$ cat src/rtl/mips_multicycle_control.sv
// mips_multicycle_control
//
// Main control FSM for the multicycle MIPS core. It sequences each instruction
// through FETCH / DECODE / EXECUTE / MEM / WB, drives every datapath enable
// and mux select, and hands a 3-bit operation class (ALUOp) to the ALU
// control decoder. The JR flag returned by that decoder finishes jump-register
// instructions in R_EXEC.
//
// Optional feature: define MIPS_CTRL_JAL_EN to decode opcode 000011 (JAL) into
// the JAL_LINK state. Without it, 000011 is treated as an illegal opcode.
//
// Ports:
//   clk          system clock, rising edge
//   reset        asynchronous, active-low reset
//   Opcode       instruction bits [31:26] from the instruction register
//   JR           jump-register flag from the ALU control decoder
//   ALUOp        operation class to the ALU control decoder
//   PCWrite      unconditional PC write
//   PCWriteCond  conditional (branch) PC write
//   BranchNE     0: branch on Zero, 1: branch on !Zero
//   IorD         memory address select: 0 PC, 1 ALUOut
//   MemRead      memory read strobe
//   MemWrite     memory write strobe
//   IRWrite      instruction register load
//   MemtoReg     write-back data: 00 ALUOut, 01 MDR, 10 PC
//   RegDst       destination register: 00 rt, 01 rd, 10 $31
//   RegWrite     register file write
//   ALUSrcA      0 PC, 1 register A
//   ALUSrcB      00 regB, 01 const 4, 10 extended imm, 11 sign-ext imm<<2
//   PCSource     00 ALU result, 01 ALUOut, 10 jump target, 11 register A
//   IllegalOp    one-cycle pulse in DECODE for an unsupported opcode
//   State        current state, for debug

module mips_multicycle_control #(
    parameter int OPCODE_W = 6,
    parameter int ALUOP_W  = 3,
    parameter int STATE_W  = 4
) (
    input  logic                clk,
    input  logic                reset,
    input  logic [OPCODE_W-1:0] Opcode,
    input  logic                JR,
    output logic [ALUOP_W-1:0]  ALUOp,
    output logic                PCWrite,
    output logic                PCWriteCond,
    output logic                BranchNE,
    output logic                IorD,
    output logic                MemRead,
    output logic                MemWrite,
    output logic                IRWrite,
    output logic [1:0]          MemtoReg,
    output logic [1:0]          RegDst,
    output logic                RegWrite,
    output logic                ALUSrcA,
    output logic [1:0]          ALUSrcB,
    output logic [1:0]          PCSource,
    output logic                IllegalOp,
    output logic [STATE_W-1:0]  State
);

    typedef enum logic [STATE_W-1:0] {
        IDLE      = STATE_W'(0),
        FETCH     = STATE_W'(1),
        DECODE    = STATE_W'(2),
        MEM_ADDR  = STATE_W'(3),
        MEM_READ  = STATE_W'(4),
        MEM_WB    = STATE_W'(5),
        MEM_WRITE = STATE_W'(6),
        R_EXEC    = STATE_W'(7),
        R_WB      = STATE_W'(8),
        BRANCH    = STATE_W'(9),
        JUMP      = STATE_W'(10),
        I_EXEC    = STATE_W'(11),
        I_WB      = STATE_W'(12),
        JAL_LINK  = STATE_W'(13)
    } state_t;

    localparam logic [OPCODE_W-1:0] OP_R    = 6'b000000;
    localparam logic [OPCODE_W-1:0] OP_J    = 6'b000010;
    localparam logic [OPCODE_W-1:0] OP_BEQ  = 6'b000100;
    localparam logic [OPCODE_W-1:0] OP_BNE  = 6'b000101;
    localparam logic [OPCODE_W-1:0] OP_ADDI = 6'b001000;
    localparam logic [OPCODE_W-1:0] OP_ANDI = 6'b001100;
    localparam logic [OPCODE_W-1:0] OP_ORI  = 6'b001101;
    localparam logic [OPCODE_W-1:0] OP_LUI  = 6'b001111;
    localparam logic [OPCODE_W-1:0] OP_LW   = 6'b100011;
    localparam logic [OPCODE_W-1:0] OP_SW   = 6'b101011;
`ifdef MIPS_CTRL_JAL_EN
    localparam logic [OPCODE_W-1:0] OP_JAL  = 6'b000011;
`endif

    // Operation classes understood by the ALU control decoder
    localparam logic [ALUOP_W-1:0] ALU_ADD   = 3'b100;
    localparam logic [ALUOP_W-1:0] ALU_SUB   = 3'b001;
    localparam logic [ALUOP_W-1:0] ALU_AND   = 3'b110;
    localparam logic [ALUOP_W-1:0] ALU_OR    = 3'b101;
    localparam logic [ALUOP_W-1:0] ALU_LUI   = 3'b011;
    localparam logic [ALUOP_W-1:0] ALU_RTYPE = 3'b111;

    state_t state;
    state_t next_state;

    // State register; reset drops straight back to IDLE even mid-instruction
    always_ff @(posedge clk or negedge reset) begin
        if (!reset) begin
            state <= IDLE;
        end else begin
            state <= next_state;
        end
    end

    assign State = state;

    // Next-state and output decode. Outputs depend only on the state and the
    // latched opcode (plus JR in R_EXEC), so IDLE during reset forces all 0.
    always_comb begin
        next_state  = IDLE;
        ALUOp       = '0;
        PCWrite     = 1'b0;
        PCWriteCond = 1'b0;
        BranchNE    = 1'b0;
        IorD        = 1'b0;
        MemRead     = 1'b0;
        MemWrite    = 1'b0;
        IRWrite     = 1'b0;
        MemtoReg    = 2'b00;
        RegDst      = 2'b00;
        RegWrite    = 1'b0;
        ALUSrcA     = 1'b0;
        ALUSrcB     = 2'b00;
        PCSource    = 2'b00;
        IllegalOp   = 1'b0;

        case (state)
            IDLE: begin
                next_state = FETCH;
            end

            // Read the instruction and advance PC by 4 in the same cycle
            FETCH: begin
                MemRead    = 1'b1;
                IRWrite    = 1'b1;
                ALUSrcB    = 2'b01;
                ALUOp      = ALU_ADD;
                PCWrite    = 1'b1;
                next_state = DECODE;
            end

            // Precompute the branch target while the opcode is dispatched
            DECODE: begin
                ALUSrcB = 2'b11;
                ALUOp   = ALU_ADD;
                case (Opcode)
                    OP_LW, OP_SW:                     next_state = MEM_ADDR;
                    OP_R:                             next_state = R_EXEC;
                    OP_BEQ, OP_BNE:                   next_state = BRANCH;
                    OP_J:                             next_state = JUMP;
                    OP_ADDI, OP_ANDI, OP_ORI, OP_LUI: next_state = I_EXEC;
`ifdef MIPS_CTRL_JAL_EN
                    OP_JAL:                           next_state = JAL_LINK;
`endif
                    default: begin
                        IllegalOp  = 1'b1;
                        next_state = FETCH;
                    end
                endcase
            end

            MEM_ADDR: begin
                ALUSrcA    = 1'b1;
                ALUSrcB    = 2'b10;
                ALUOp      = ALU_ADD;
                next_state = (Opcode == OP_SW) ? MEM_WRITE : MEM_READ;
            end

            MEM_READ: begin
                MemRead    = 1'b1;
                IorD       = 1'b1;
                next_state = MEM_WB;
            end

            MEM_WB: begin
                RegWrite   = 1'b1;
                MemtoReg   = 2'b01;
                next_state = FETCH;
            end

            MEM_WRITE: begin
                MemWrite   = 1'b1;
                IorD       = 1'b1;
                next_state = FETCH;
            end

            // JR is decoded from funct by the ALU control; when it is set the
            // instruction completes here by loading PC from register A.
            R_EXEC: begin
                ALUSrcA = 1'b1;
                ALUOp   = ALU_RTYPE;
                if (JR) begin
                    PCWrite    = 1'b1;
                    PCSource   = 2'b11;
                    next_state = FETCH;
                end else begin
                    next_state = R_WB;
                end
            end

            R_WB: begin
                RegWrite   = 1'b1;
                RegDst     = 2'b01;
                next_state = FETCH;
            end

            // Opcode bit 0 distinguishes BNE from BEQ
            BRANCH: begin
                ALUSrcA     = 1'b1;
                ALUOp       = ALU_SUB;
                PCWriteCond = 1'b1;
                PCSource    = 2'b01;
                BranchNE    = Opcode[0];
                next_state  = FETCH;
            end

            JUMP: begin
                PCWrite    = 1'b1;
                PCSource   = 2'b10;
                next_state = FETCH;
            end

            I_EXEC: begin
                ALUSrcA = 1'b1;
                ALUSrcB = 2'b10;
                case (Opcode)
                    OP_ANDI: ALUOp = ALU_AND;
                    OP_ORI:  ALUOp = ALU_OR;
                    OP_LUI:  ALUOp = ALU_LUI;
                    default: ALUOp = ALU_ADD;
                endcase
                next_state = I_WB;
            end

            I_WB: begin
                RegWrite   = 1'b1;
                next_state = FETCH;
            end

`ifdef MIPS_CTRL_JAL_EN
            // Link PC+4 into $31 and jump in a single cycle
            JAL_LINK: begin
                RegWrite   = 1'b1;
                RegDst     = 2'b10;
                MemtoReg   = 2'b10;
                PCWrite    = 1'b1;
                PCSource   = 2'b10;
                next_state = FETCH;
            end
`endif

            default: begin
                next_state = IDLE;
            end
        endcase
    end

endmodule

$ cat config.mk
export PLATFORM = sky130hd
export DESIGN_NAME = mips_multicycle_control
export DESIGN_NICKNAME = d
export VERILOG_FILES = /design/src/rtl/mips_multicycle_control.sv
export SDC_FILE = /design/constraint.sdc
export NUM_CORES = 1
export LEC_CHECK = 0
export CAP_MARGIN = 20
export CORE_MARGIN = 1.5
export CORE_UTILIZATION = 35
export CTS_CLUSTER_DIAMETER = 60
export DETAILED_ROUTE_END_ITERATION = 16
export GPL_TIMING_DRIVEN = 0
export PLACE_DENSITY = 0.77
export SYNTH_ARGS = -nofsm -noshare
export SYNTH_HDL_FRONTEND = slang
export SYNTH_SLANG_ARGS = --single-unit
export TNS_END_PERCENT = 100
$ cat constraint.sdc
create_clock -name clk -period 1.5 [get_ports clk]
set_input_delay 0.3 -clock clk [delete_from_list [all_inputs] [get_ports clk]]
set_output_delay 0.3 -clock clk [all_outputs]
set_load 0.005 [all_outputs]
### Yosys cells after proc, flatten, opt, wreduce, memory -nomap -nowiden

Index checks and enable logic that the tools add are counted.

* eq/ne operators: 21
* multiplexer cells: 23
* reductions and logical operators: 14

Operators by type and width (count)
* $pmux W4 S7: 1
* $eq A6 B4 Y1 const B: 4
* $eq A4 B4 Y1 const B: 5
* $pmux W4 S5: 1
* $eq A4 B3 Y1 const B: 4
* $mux W1: 13
* $eq A6 B3 Y1 const B: 2
* $eq A6 B6 Y1 const B: 2
* $pmux W2 S3: 2
* $pmux W3 S4: 1
* $reduce_or A2 Y1: 6
* $reduce_or A10 Y1: 1
* $pmux W3 S3: 1
* $eq A4 B2 Y1 const B: 2
* $reduce_or A4 Y1: 2
* $reduce_or A7 Y1: 1
* $eq A6 B2 Y1 const B: 1
* $logic_not A6 Y1: 1
* $reduce_or A3 Y1: 2
* $eq A4 B1 Y1 const B: 1
* $logic_not A4 Y1: 1
* $mux W2: 2
* $mux W4: 1
* $pmux W1 S2: 1

* bits in registers: 4
* input bits: 9
* output and inout bits: 25
* word-level logic and storage cells: 59

### Longest topological paths before layout

Gate-level depths: netlist of run 1.

* depth after elaboration: 4
* depth in mapped cells: 6
* mapped depth without buffers: 4

### Least setup slack after synthesis of run 1

No wires, ideal clock.

* path type: register to output
* start: register state[3] (netlist: State[3])
* end: output port PCWrite
* arrival: 1.196 ns
* data required time: 1.200 ns
* slack: 0.004 ns
* cell stages (with the launch flop): 7
* buffers on the path: 2
* cells stage by stage: dfrtp_1 -> buf_6 -> nand2b_1 -> buf_6 -> o22a_2 -> nor2_4 -> or2_1

* word-level cells in the longest chain between the ends: 3
* elaborated cells between the ends (all ways): 5
* classes of those cells: eq/ne: 3; mux: 1; reduce/logical: 1

Ends and longest elaborated chain
* start, declared: RTL line 100 `state_t state;`
* start signal, assigned: RTL line 108 `state <= next_state;`
* $eq A4 B4 Y1 or $eq A4 B1 Y1 (tied branches): RTL line 134 `case (state)`
* $reduce_or A2 Y1 (no line)
* $pmux W1 S2 *: RTL line 134
* end, declared: RTL line 44 `output logic PCWrite,`

Mark *: on every way between the ends. The rest lies on a longest branch, timed or not.

### Worst setup path after layout of run 1

* start: register state[2] (netlist: State[2])
* end: output port IllegalOp

* word-level cells in the longest chain between the ends: 2

Ends and longest elaborated chain
* $eq A4 B2 Y1: RTL line 134
* $mux W1: RTL line 134
* end, declared: RTL line 57 `output logic IllegalOp,`

No other way between the ends.

==> results of run 1 <==
==> layout by cell type, fill, tap and decap left out, types with 2 or more instances in the layout <==
| cell | count |
|---|---|
| buf_2 | 22 |
| buf_4 | 21 |
| buf_6 | 12 |
| nor2_1 | 12 |
| nand2_1 | 9 |
| nor2_4 | 5 |
| nor3_2 | 5 |
| clkdlybuf4s50_1 | 5 |
| dfrtp_1 | 3 |
| nand2_2 | 3 |
| a21oi_1 | 3 |
| a31oi_1 | 3 |
| clkbuf_4 | 3 |
| inv_2 | 2 |
| nand2b_4 | 2 |
| buf_8 | 2 |
| a21oi_2 | 2 |
| nor2b_2 | 2 |
| o2bb2ai_1 | 2 |
| nand2b_1 | 2 |
| o32ai_1 | 2 |
| o21ai_1 | 2 |
| o21ai_2 | 2 |
| conb_1 | 2 |
==> metrics by stage <==
step           instances  cell area (sq um)
2_1_floorplan        102                713
3_3_place_gp         157               1030
3_5_place_dp         157               1030
4_1_cts              179               1210
5_1_grt              185               1360
6_report             185               1360
==> layer usage <==
metal  vias to the layer above  routed length (um)  global-route usage, %
met5                         -                   0                      0
met3                        17                 188                   1.89
met4                         0                 121                   12.4
met2                        49                1440                   40.8
met1                       457                1090                   31.6
li1                        463                   -                      -
==> path summary, 6_finish.rpt <==
kind,start,end,slack (ns),cells after the start
max reg2reg,State[3],State[0],0.03,6
min in group clk,Opcode[4],State[3],0.36,2
max in group asynchronous,reset,State[1],1.06,1
min reg2reg,State[1],State[2],0.78,3
max,State[2],IllegalOp,-0.30,6
min,reset,State[2],0.26,1
==> layout make-up <==
type	instances	area (sq um)	share of cell area (%)
Tap cell	27	33.8	2.48
Timing Repair Buffer	55	435	32.0
Inverter	3	11.3	0.828
Clock buffer	3	22.5	1.66
Buffer	11	114	8.37
Multi-Input combinational cell	82	642	47.2
Sequential cell	4	101	7.45
==> timing repair <==
item,in CTS,in global routing
gates resized for setup,113,29
setup buffers,20,6
setup endpoints to repair,20,22
pin swaps,11,9
gates cloned,0,1
==> cell families after synthesis <==
| kind of cell | Yosys count | synth area share [%] |
|---|---|---|
| simple gates | 49 | 35.6 |
| other cells | 1 | 0.529 |
| buf+inv | 16 | 15.9 |
| mux | 2 | 3.70 |
| xor+xnor | 1 | 1.23 |
| compound gates | 28 | 28.9 |
| flops | 4 | 14.1 |
==> power breakdown <==
part           internal, mW  total (mW)  leakage [nW]  switching (mW)
Combinational         0.939        1.80         0.567           0.857
Clock                0.0897       0.137        0.0138          0.0475
Sequential            0.150       0.180        0.0502          0.0299
==> critical path, stage by stage (launching register included) <==
cell	delay (ns)
dfrtp_1	0.39
buf_6	0.15
buf_12	0.12
nor2_4	0.14
nand3_2	0.12
a211oi_2	0.19
buf_2	0.15
==> impl_results.md, run 1 <==
- FMAX: 0.557 GHz
- DR pass1 iterations: 4
- Hpwl dp: 1500 um
- Total power draw: 2.11 mW
- Core Box Area: 1940 sq um
- CP max FO: 6
- Worst VDD drop: 0.000703 V
- Min Clock Period, post-route: 1.80 ns
- Hold Buf Count CTS: 0
- Synth area leader: dfrtp_1
- Post-route setup TNS: -2.64 ns
- Mapped Area: 709 sq um
- Register bit count reported by yosys: 4
- Post-synth cell types: 42
- Worst Skew: 0.00562 ns
- Clk buf depth: 2
- Hold Vio Cnt, Final: 0
- Critical Path Sink Type: primary output
- Status: complete, but fails checks
- Register area share after synthesis: 14.1%
- Pwr dens: 1550 nW/um^2
- Final GP Congestion: 0.859
- Max FFs per register: 4
- Antenna violations before repair: 0
- DR vias: 986
- Via density: 5.33
- Die width: 48.0 um
- RSZ-0062 raised after global routing: yes
- Final max-slew violation count: 0
- Synth top area share: 14.1%
- Worst path required time: 1.20 ns
- Worst endpoint data arrival time: 1.50 ns
- Number of core rows: 16
- Via count of the first global-routing pass: 869
- Initial core utilization: 36.5%
- CTS sink count: 4
- # fillers: 155
- Ant. Diodes: 0
- Total wire length: 2840 um
- DR WL/cell: 15.4 um
- HP Class: primary input to asynchronous set/reset pin
- Mapped Cells: 101
- Setup Crit Path Kind: flip-flop to primary output
- Top-count cell post-synth: nor2_1
- Final #Nets: 169
- IO Count: 34
- Post-synth top flop: dfrtp_1
- GRT Total Usage: 24.6%
- Post-synth EDFFs: 0
- H-tree Lvls: 1
- Endpoints failing setup: 18
- Max_cap viols: 0
- Fin util: 70.0%
- Mapped Avg Cell Area: 7.02 sq um
- Clk slew on worst S/H paths: 0.04 ns
- CTS buffer count: 3
- CTS tree: built
- Fin Hold WS: 0.259 ns
- Setup Slack @ Placement: -0.980 ns
- Die Y: 48.0 um
- Period Utilization, post-route: 120%
- Area grow syn2layout: 91.7%
- Startpoint types: flip-flop
- Share of cells above drive strength 1: 61.4%
- Post-DRT Antenna Nets: 0
- DR iter-0 viols: 46
- Total grt overflow: 0
- Synth warnings: 0
- Root Driver: clkbuf_4
- Asr flop ratio synth: 100%
- First-pass GRT wire length: 3910 um
- Setup WS post-layout: -0.297 ns
- Top cells by area, synth: dfrtp_1, nor2_1, buf_6
- DR DRC count: 0
- Largest net degree at the start of global routing: 11
- Latest clock arrival within the worst-skew pair: 0.24 ns
- Synth top cells by count: nor2_1, nand2_1, a21oi_1, buf_6, nor3_1
- Failing checks: negative setup slack
- PortBufs: 28
- Die area: 2310 sq um
- Leak Pwr: 0.631 nW
No activity file was read; power rests on OpenSTA's default activity.
==> inputs of run 2 (changes only) <==
- CELL_PAD_IN_SITES_DETAIL_PLACEMENT: default -> 1
- CELL_PAD_IN_SITES_GLOBAL_PLACEMENT: default -> 2
- CORE_UTILIZATION: 35 -> 18
- GPL_ROUTABILITY_DRIVEN: default -> 0
==> impl_results.md, run 2 (synthesis results as in run 1) <==
- Switching Share: 43.7%
- Worst Skew: 0.00455 ns
- Min Clock Period, post-route: 1.80 ns
- Hpwl dp: 1910 um
- Clk buf depth: 2
- Max FFs per register: 4
- Worst VDD drop: 0.000412 V
- Hold Vio Cnt, Final: 0
- Endpoints failing setup: 21
- Post-DRT Antenna Nets: 0
- Die area: 4330 sq um
- DR WL/cell: 17.0 um
- Critical path's top delay family: flip-flops
- Reg2reg end: State[3]
- Critical Path Sink Type: primary output
- Final #Nets: 179
- Largest stage delay, worst path: 0.39 ns
- Failing checks: negative setup slack
- Clk slew on worst S/H paths: 0.03 ns
- Worst R2R Setup Slack: -0.03 ns
- Post-route insts no fill: 216
- Initial core utilization: 19.1%
- Via count of the first global-routing pass: 998
- DR DRC count: 0
- Commonest non-fill, non-tap cells in the layout: buf_4, buf_2, buf_6
- Core Box Area: 3720 sq um
- DR vias: 1032
- CP Buf/Inv Count: 2
- Status: complete, but fails checks
- Ant. Diodes: 0
- Number of core rows: 22
- IO Count: 34
- Hold Buf Count CTS: 0
- Crit path cell chain: buf_6 > nand2b_4 > o22a_4 > nor2_4 > or2_1 > buf_2
- Share of cells above drive strength 1: 66.7%
- Root Driver: clkbuf_8
- Latest clock arrival within the worst-skew pair: 0.22 ns
- # fillers: 441
- Area grow syn2layout: 117%
- CTS tree: built
- DR iter-0 viols: 50
- Setup Slack @ Placement: -0.969 ns
- Die width: 65.8 um
- Worst path required time: 1.20 ns
- Max_cap viols: 0
- Pwr dens: 1580 nW/um^2
- DR pass1 iterations: 4
- Leak Pwr: 0.705 nW
- Total wire length: 3670 um
- Depth of the most critical reg-to-reg path: 6
- CTS sink count: 4
- Setup WS post-layout: -0.297 ns
- CTS buffer count: 3
- HP Class: primary input to asynchronous set/reset pin
- Antenna violations before repair: 0
- Period Utilization, post-route: 120%
- Fin util: 41.5%
- Worst endpoint data arrival time: 1.50 ns
- First-pass GRT wire length: 5030 um
- CP max FO: 4
- PortBufs: 28
- Largest net degree at the start of global routing: 11
- Placed Instances: 178
- Worst path slowest cell: dfrtp_1
- Worst r2r src: State[2]
- Final max-slew violation count: 0
- Total grt overflow: 0
- Flop pwr share: 7.7%
- Sw power: 1.06 mW
- Commonest non-fill, non-tap cell in the layout: buf_4
- H-tree Lvls: 1
- Die Y: 65.8 um
- Clk pwr share: 9.7%
- Internal: 1.37 mW
- Combinational power share: 82.5%
- Setup Crit Path Kind: flip-flop to primary output
- RSZ-0062 raised after global routing: yes
- Startpoint types: flip-flop
- FMAX: 0.557 GHz
- GRT Total Usage: 15.1%
- Via density: 4.78
-- run 2: changes by cell type in the layout (fill, tap and decap cells not counted), moves of 2 or more --
cell / previous run / this run
buf_6: 12 / 19
clkbuf_8: 0 / 4
buf_12: 1 / 3
nor2_1: 12 / 9
o21ai_0: 1 / 3
nor2_2: 1 / 3
clkbuf_4: 3 / 1
-- run 2: cell type report --
cell class	instances	area, sq um	area share, %
multi-input cells	82	668	43.3
plain buffers	11	105	6.81
well taps	48	60.1	3.89
flip-flops and latches	4	101	6.57
inverters	3	15.0	0.973
repair buffers	65	552	35.8
clock buffers	3	41.3	2.68
-- run 2: per-layer routing --
| metal | up-vias | wire [um] | global-route usage, % |
|---|---|---|---|
| met3 | 4 | 139 | 2.21 |
| met1 | 523 | 1430 | 18.4 |
| met2 | 25 | 2060 | 26.9 |
| li1 | 480 | - | - |
| met5 | - | 0 | 0 |
| met4 | 0 | 39 | 5.47 |
-- run 2: repair_timing --
action / in CTS / in global routing
buffers inserted: 22 / 16
gates cloned: 0 / 1
gates resized for setup: 124 / 34
pin swaps: 16 / 13
endpoints found under the hold margin: 0 / 0
endpoints found under the setup margin: 20 / 20
-- run 2: metrics by stage --
step | hold slack, ns | cell area (sq um) | power [mW] | TNS, ns
finish | 0.283 | 1540 | 2.44 | -3.13
CTS | 0.281 | 1330 | 1.96 | -3.14
detailed placement | 0.508 | 1050 | 1.38 | -9.53
floorplan | 0.00441 | 713 | 0.795 | 0
global route | 0.294 | 1540 | 2.58 | -3.96
global placement | 0.509 | 1050 | 1.36 | -9.14
-- run 2: worst register-to-register path: stages (launching register included) --
cell and delay, ns:
dfrtp_1 0.39, buf_6 0.15, buf_12 0.13, nor2_4 0.16, nand3_4 0.11, buf_4 0.15
o41ai_1 0.32
-- run 2: worst max path at each step --
| stage | cells after the start | slack, ns | from | end |
|---|---|---|---|---|
| CTS | 6 | -0.27 | State[3] | IllegalOp |
| floorplan | 6 | 0.004 | State[3] | PCWrite |
| global route | 7 | -0.35 | Opcode[4] | ALUOp[2] |
| global placement | 6 | -0.96 | Opcode[4] | IllegalOp |
| finish | 6 | -0.30 | State[2] | PCWrite |
| detailed placement | 6 | -0.97 | Opcode[4] | IllegalOp |
-- run 2: power groups by stage --
| stage | clock network, mW | registers [mW] | logic [mW] |
|---|---|---|---|
| floorplan | 0 | 0.181 | 0.614 |
| global placement | 0 | 0.182 | 1.18 |
| detailed placement | 0 | 0.186 | 1.19 |
| CTS | 0.232 | 0.184 | 1.54 |
| global route | 0.248 | 0.194 | 2.14 |
| finish | 0.237 | 0.189 | 2.01 |
